### src/rtl/ccff_loader.sv
`default_nettype none
// +--------------------------------------------------------------------------+
// | ccff_loader                                                              |
// | Serializes host words onto the ccff chain, then recirculates the chain   |
// | once and compares load/readback CRC-8 to flag chain faults.              |
// | Revision: 1.0                                                            |
// +--------------------------------------------------------------------------+
module ccff_loader #(
  parameter int CHAIN_LEN = 4,
  parameter int DATA_W    = 8,
  parameter int CNT_W     = $clog2(CHAIN_LEN + 1)
) (
  input  logic              prog_clk,
  input  logic              prog_reset_n,
  input  logic              start,
  input  logic [DATA_W-1:0] cfg_data,
  input  logic              cfg_valid,
  output logic              cfg_ready,
  output logic              ccff_head,
  input  logic              ccff_tail,
  output logic              ccff_shift_en,
  output logic              busy,
  output logic              done,
  output logic              error
);

  localparam int BCNT_W = $clog2(DATA_W + 1);
  localparam logic [CNT_W-1:0] c_last_idx = CNT_W'(CHAIN_LEN - 1);

  typedef enum logic [1:0] {
    ST_IDLE   = 2'd0,
    ST_LOAD   = 2'd1,
    ST_VERIFY = 2'd2,
    ST_DONE   = 2'd3
  } state_t;

  state_t              r_state;
  state_t              w_state_next;
  logic [CNT_W-1:0]    r_bits;
  logic [CNT_W-1:0]    r_vcnt;
  logic [DATA_W-1:0]   r_buf;
  logic [BCNT_W-1:0]   r_buf_cnt;
  logic [7:0]          r_crc_load;
  logic [7:0]          r_crc_verify;
  logic                r_error;

  logic w_in_load;
  logic w_in_verify;
  logic w_room;
  logic w_ready;
  logic w_shift_load;
  logic w_accept;
  logic w_last_shift;
  logic w_last_verify;

  // CRC-8, poly x^8+x^2+x+1, MSB-first bit-serial update
  function automatic logic [7:0] crc8_step(input logic [7:0] crc, input logic din);
    logic fb;
    fb        = crc[7] ^ din;
    crc8_step = {crc[6:0], 1'b0} ^ (fb ? 8'h07 : 8'h00);
  endfunction

  assign w_in_load     = (r_state == ST_LOAD);
  assign w_in_verify   = (r_state == ST_VERIFY);
  assign w_room        = (int'(r_bits) + int'(r_buf_cnt)) < CHAIN_LEN;
  assign w_ready       = w_in_load && (r_buf_cnt <= BCNT_W'(1)) && w_room;
  assign w_shift_load  = w_in_load && (r_buf_cnt != '0);
  assign w_accept      = cfg_valid && w_ready;
  assign w_last_shift  = w_shift_load && (r_bits == c_last_idx);
  assign w_last_verify = w_in_verify && (r_vcnt == c_last_idx);

  assign cfg_ready     = w_ready;
  assign ccff_shift_en = w_shift_load || w_in_verify;
  // Readback loops the tail straight back to the head so contents survive
  assign ccff_head     = w_in_load ? r_buf[0] : (w_in_verify ? ccff_tail : 1'b0);
  assign busy          = w_in_load || w_in_verify;
  assign done          = (r_state == ST_DONE);
  assign error         = r_error;

  always_comb begin
    w_state_next = r_state;
    case (r_state)
      ST_IDLE:   if (start) w_state_next = ST_LOAD;
      ST_LOAD:   if (w_last_shift) w_state_next = ST_VERIFY;
      ST_VERIFY: if (w_last_verify) w_state_next = ST_DONE;
      ST_DONE:   w_state_next = ST_IDLE;
      default:   w_state_next = ST_IDLE;
    endcase
  end

  always_ff @(posedge prog_clk) begin
    if (!prog_reset_n) begin
      r_state      <= ST_IDLE;
      r_bits       <= '0;
      r_vcnt       <= '0;
      r_buf        <= '0;
      r_buf_cnt    <= '0;
      r_crc_load   <= '0;
      r_crc_verify <= '0;
      r_error      <= 1'b0;
    end else begin
      r_state <= w_state_next;
      case (r_state)
        ST_IDLE: begin
          if (start) begin
            r_bits       <= '0;
            r_vcnt       <= '0;
            r_buf        <= '0;
            r_buf_cnt    <= '0;
            r_crc_load   <= '0;
            r_crc_verify <= '0;
            r_error      <= 1'b0;
          end
        end
        ST_LOAD: begin
          if (w_shift_load) begin
            r_bits     <= r_bits + CNT_W'(1);
            r_crc_load <= crc8_step(r_crc_load, r_buf[0]);
          end
          // A new word may land on the same edge the last buffered bit leaves
          if (w_accept) begin
            r_buf     <= cfg_data;
            r_buf_cnt <= BCNT_W'(DATA_W);
          end else if (w_shift_load) begin
            r_buf     <= r_buf >> 1;
            r_buf_cnt <= r_buf_cnt - BCNT_W'(1);
          end
        end
        ST_VERIFY: begin
          r_vcnt       <= r_vcnt + CNT_W'(1);
          r_crc_verify <= crc8_step(r_crc_verify, ccff_tail);
        end
        ST_DONE: begin
          r_error <= (r_crc_load != r_crc_verify);
        end
        default: ;
      endcase
    end
  end

endmodule
`default_nettype wire

### config.mk
export PLATFORM = sky130hd
export DESIGN_NAME = ccff_loader
export DESIGN_NICKNAME = d
export VERILOG_FILES = /design/src/rtl/ccff_loader.sv
export SDC_FILE = /design/constraint.sdc
export NUM_CORES = 1
export LEC_CHECK = 0
export BUFFER_PORTS_ARGS = -buffer_cell sky130_fd_sc_hd__buf_2
export CAP_MARGIN = 20
export CORE_ASPECT_RATIO = 1.4
export CORE_MARGIN = 4
export CORE_UTILIZATION = 50
export CTS_CLUSTER_SIZE = 24
export DETAILED_ROUTE_END_ITERATION = 8
export PLACE_DENSITY = 0.71
export SETUP_SLACK_MARGIN = 0.15
export SKIP_LAST_GASP = 1
export SYNTH_ARGS = -nofsm -noshare
export SYNTH_HDL_FRONTEND = slang
export SYNTH_SLANG_ARGS = --single-unit
### constraint.sdc
create_clock -name prog_clk -period 2.2 [get_ports prog_clk]
set_clock_uncertainty 0.2 [all_clocks]
set_input_delay 0.22 -clock prog_clk [delete_from_list [all_inputs] [get_ports prog_clk]]
set_output_delay 0.22 -clock prog_clk [all_outputs]
set_load 0.02 [all_outputs]
**Word level (Yosys, flattened, before mapping)**

Index checks and enable logic that the tools add are counted.

- Flip-flop bits (word level): 37
- Logic and storage cells: 72

- Mux-type cells: 25
- Add/sub/neg operators: 4
- Equality and inequality tests: 11
- Reduce and logical (&&, ||, !) cells: 18
- Bitwise operators: 4
- Magnitude comparators: 2

Operators by type and width:

| kind | number |
|---|---|
| $pmux W8 S2 | 3 |
| $mux W8 | 4 |
| $xor A8 B3 Y8 | 2 |
| $mux W3 | 4 |
| $mux W4 | 3 |
| $pmux W3 S2 | 2 |
| $reduce_and A3 Y1 | 3 |
| $ne A8 B8 Y1 | 1 |
| $pmux W2 S4 | 1 |
| $pmux W4 S2 | 1 |
| $add A3 B1 Y3 const B | 2 |
| $eq A3 B2 Y1 const B | 2 |
| $logic_and A1 B1 Y1 | 6 |
| $mux W2 | 3 |
| $ne A2 B1 Y1 const B | 3 |
| $reduce_bool A2 Y1 | 3 |
| $add A3 B4 Y5 | 1 |
| $lt A5 B3 Y1 const B | 1 |
| $eq A2 B2 Y1 const B | 2 |
| $le A4 B1 Y1 const B | 1 |
| $reduce_and A2 Y1 | 2 |
| $reduce_bool A4 Y1 | 1 |
| $sub A4 B1 Y4 const B | 1 |
| $mux W1 | 3 |
| other kinds (7) | 9 |

**Depth between registers and ports, before layout**

- Word-level depth: 6
- Mapped depth: 10

**Worst setup path before layout**

OpenSTA, ideal clock, no wires.

- Path kind: register -> register
- Start: register r_buf_cnt[2]
- End: register r_buf_cnt[0]
- Data arrival time: 1.923 ns
- Period minus slack after synthesis: 2.251 ns
- Setup slack: -0.051 ns
- Cell stages (with the launch flop): 9
- Required time: 1.872 ns
- Cells stage by stage: dfxtp_1 -> ha_1 -> nor4b_4 -> nand4b_2 -> inv_1 -> nand2_1 -> clkbuf_1 -> a32oi_1 -> nor2_1

- Longest elaborated chain between the ends: 6

RTL lines:

| element | RTL line | text |
|---|---|---|
| start, declared | 42 | `logic [BCNT_W-1:0] r_buf_cnt;` |
| start signal, assigned | 123 | `r_buf_cnt <= BCNT_W'(DATA_W);` |
| start signal, assigned | 126 | `r_buf_cnt <= r_buf_cnt - BCNT_W'(1);` |
| $add A3 B4 Y5 or $le A4 B1 Y1 (tied branches) | 65, 66 |  |
| $lt A5 B3 Y1 or $logic_and A1 B1 Y1 (tied branches) | 65, 66 |  |
| $logic_and A1 B1 Y1 * | 66 | `assign w_ready = w_in_load && (r_buf_cnt <= BCNT_W'(1)) && w_room;` |
| net cfg_ready | 18 | `output logic cfg_ready,` |
| $logic_and A1 B1 Y1 * | 68 | `assign w_accept = cfg_valid && w_ready;` |
| $ne A3 B1 Y1 (no source line) or $mux W4 (tied branches) | - |  |
| $reduce_and A3 Y1 (no source line) or $pmux W4 S2 (tied branches) | - |  |

Mark *: on every way through the listed nets, which the timed path passes. The rest lies on a longest branch.
A chain may end at the register's enable or synchronous reset.

**Final worst setup path**

- Start: register r_bits[2]
- End: output port cfg_ready

- Longest elaborated chain between the ends: 3

RTL lines:

| element | RTL line | text |
|---|---|---|
| start, declared | 39 | `logic [CNT_W-1:0] r_bits;` |
| start signal, assigned | 117 | `r_bits <= r_bits + CNT_W'(1);` |
| $add A3 B4 Y5 | 65 | `assign w_room = (int'(r_bits) + int'(r_buf_cnt)) < CHAIN_LEN;` |
| $lt A5 B3 Y1 | 65 |  |
| $logic_and A1 B1 Y1 | 66 |  |
| end, declared | 18 |  |

Every way passes these cells.

==> metrics.cfg <==
[timing]
rsz0062_at_grt=yes
fmax_ghz=0.472
fin_crit_ps=2120
slew_violations=0
period_share_pct=96.2
maxSlewHeadroom_pct=72.8
setup-violations-final=0
fin_setup_tns_ps=0
worst_pin_slew_ps=407
hold_violations=0
setup_ws_ps=83.6

[floorplan]
fp.dieW_um=60.5
dieArea_sq_um=4920
io_pins=19
die_h_um=81.5
core_sq_um=3680
start_util_pct=52.4
fp-row-count=26

[worst_setup_path]
cp.required_ps=1780
critPathMaxFanout=8
end_kind=output port
r2r-end=r_buf[7]
worstPathArrival_ps=1700
r2r-start=r_bits[2]
r2r_setup_slack_ps=120
crit_type=flip-flop to output port
r2r_cells=6
start_kind=flip-flop

[final_layout]
area_growth_pct=22.7
register_area_sq_um=749
fillCellCount=310
multi_input_area_sq_um=1170
layout_commonest_cell=dfxtp_1
layout.nets=276
final_cell_mix=32 x dfxtp_1, 26 x nor2_1, 18 x nand2_1, 17 x buf_2, 15 x nand3_1
fin_util_pct=64.3
drive_gt1_share_pct=26.0
n_antenna_cell=0
instances_no_fill=292

[min_path]
hold_end=r_buf[6]
whs_path_depth=3
min-delay-start=cfg_data[6]
min_path_type=input port to flip-flop

[global_routing]
antenna_found_initial=0
grt_pass1_wl_um=7110
grt.met2_usage_pct=32.4
grt_max_degree=37
use_met3_pct=4.09
grt_overflow=0
grt_pass1_vias=1602
busiest_layer=met2
grtUsageTotal_pct=18.7
grt_use_met1_pct=22.0

[run_status]
outcome=finished, final reports clean

[logic_synthesis]
syn_inst=222
synth_edf_count=0
syn_nets=248
async_flop_share_pct=0
yosysWarnings=0
ys_ff_latch=37
synth.cell_area_sq_um=1930
yosysUniqueCellTypes=41
seq_area_frac_synth_pct=38.4
yosys_most_used_dff=dfxtp_1
syn-mean-instance-area_sq_um=8.68

[routing]
routed_wl_um=4010
drt-vias-per-instance=5.73
antenna_left=0
vias=1673
first_iter_violations=72
drc=0
wl_per_cell_um=13.7
drtPass1Iterations=4

[power_and_ir_drop]
p_per_area_nw_per_um2=1270
peakVddDrop_v=0.000949
leakage_uw=0.000908
finalPower_uw=3010

[cts]
clock-root-buffer=clkbuf_8
clockBufferDepth=2
clkLatencyLatePin_ps=290
htreeDepth=2
clk_pin_slew_worst_paths_ps=70
cts_buffers=5
clock-sinks=37
cts_tree=done

[placement]
dp_cells=281
dp_hpwl_um=2810
io_buffer_count=18
place_congestion=0.798
dp_slack_ps=94.7

[flow_run]
drv_cap=0

==> synth_stat cells, types with 2 or more instances <==
library cell,count,share of area [%]
buf_1,2,0.39
nor3_1,2,0.52
nand2b_1,2,0.65
nand4_1,9,2.9
dfxtp_1,37,38
o21ai_0,4,1.0
ha_1,13,8.4
xor2_1,6,2.7
a21oi_1,14,3.6
inv_1,9,1.8
a311oi_1,5,2.3
nor3b_1,2,0.78
o211ai_1,2,0.78
a22oi_1,11,4.3
nand2_1,19,3.7
clkbuf_1,9,1.8
nand3_1,15,3.9
a311oi_2,2,1.6
nor2_1,27,5.3
mux2i_1,4,2.1
xnor2_1,8,3.6
==> layout make-up <==
| class | instances | share of cell area (%) |
|---|---|---|
| multi-input cells | 162 | 49.5 |
| flip-flops and latches | 37 | 31.7 |
| repair buffers | 34 | 10.5 |
| clock buffers | 5 | 2.91 |
| well taps | 42 | 2.22 |
| inverters | 10 | 1.75 |
| clock inverters | 2 | 1.48 |
==> stage by stage <==
stage                     area (sq um)  hold WS [ps]
after CTS                         2330          18.0
after global placement            2180           237
after detailed placement          2180           249
after global routing              2360          38.1
final                             2360          21.7
after floorplan                   1990           167
==> critical path, cell delays in order (launching register included) <==
cell and delay, ps:
dfxtp_2 350, ha_4 240, nor4b_4 290, nand4b_4 170
clkinvlp_4 120, buf_6 120, buf_6 110
==> state kept, by name, indices dropped and copies added, names as in the netlist <==
register      cells
r_buf             8
r_crc_load        8
r_buf_cnt         4
r_crc_verify      8
r_state           2
r_bits            3
error             1
r_vcnt            3
==> what timing repair did <==
action	4_1_cts	5_1_grt
hold buffers	1	0
pin swaps	3	3
resized for setup	6	7
setup buffers	2	1
setup endpoints to repair	10	13
hold endpoints to repair	1	0
==> worst max-delay path by stage <==
| stage | startpoint | end | cells after the start |
|---|---|---|---|
| after floorplan | r_state[1] | r_buf[7] | 8 |
| after global routing | r_bits[2] | cfg_ready | 6 |
| final | r_bits[2] | cfg_ready | 6 |
| after CTS | r_bits[2] | cfg_ready | 6 |
| after global placement | r_buf_cnt[2] | r_buf[7] | 6 |
| after detailed placement | r_bits[1] | r_buf[7] | 6 |
==> layer usage <==
metal  vias up  routed length (um)
li1        846                   -
met4         0                  63
met2        29                2030
met3         7                 163
met1       791                1760
met5         -                   0
==> report_power, final <==
part	internal, uW	switching [uW]	total [uW]
registers	777	83.4	860
logic	712	869	1580
clock network	329	238	567
==> kinds of logic after synthesis <==
group	count (synthesis)	share of synthesized area, %
compound gates	47	17.7
xor+xnor	14	6.36
fa+ha+maj	13	8.44
buf+inv	23	5.06
flops	37	38.4
mux	4	2.08
simple gates	84	21.9
Power figures use the tool's default switching activity.
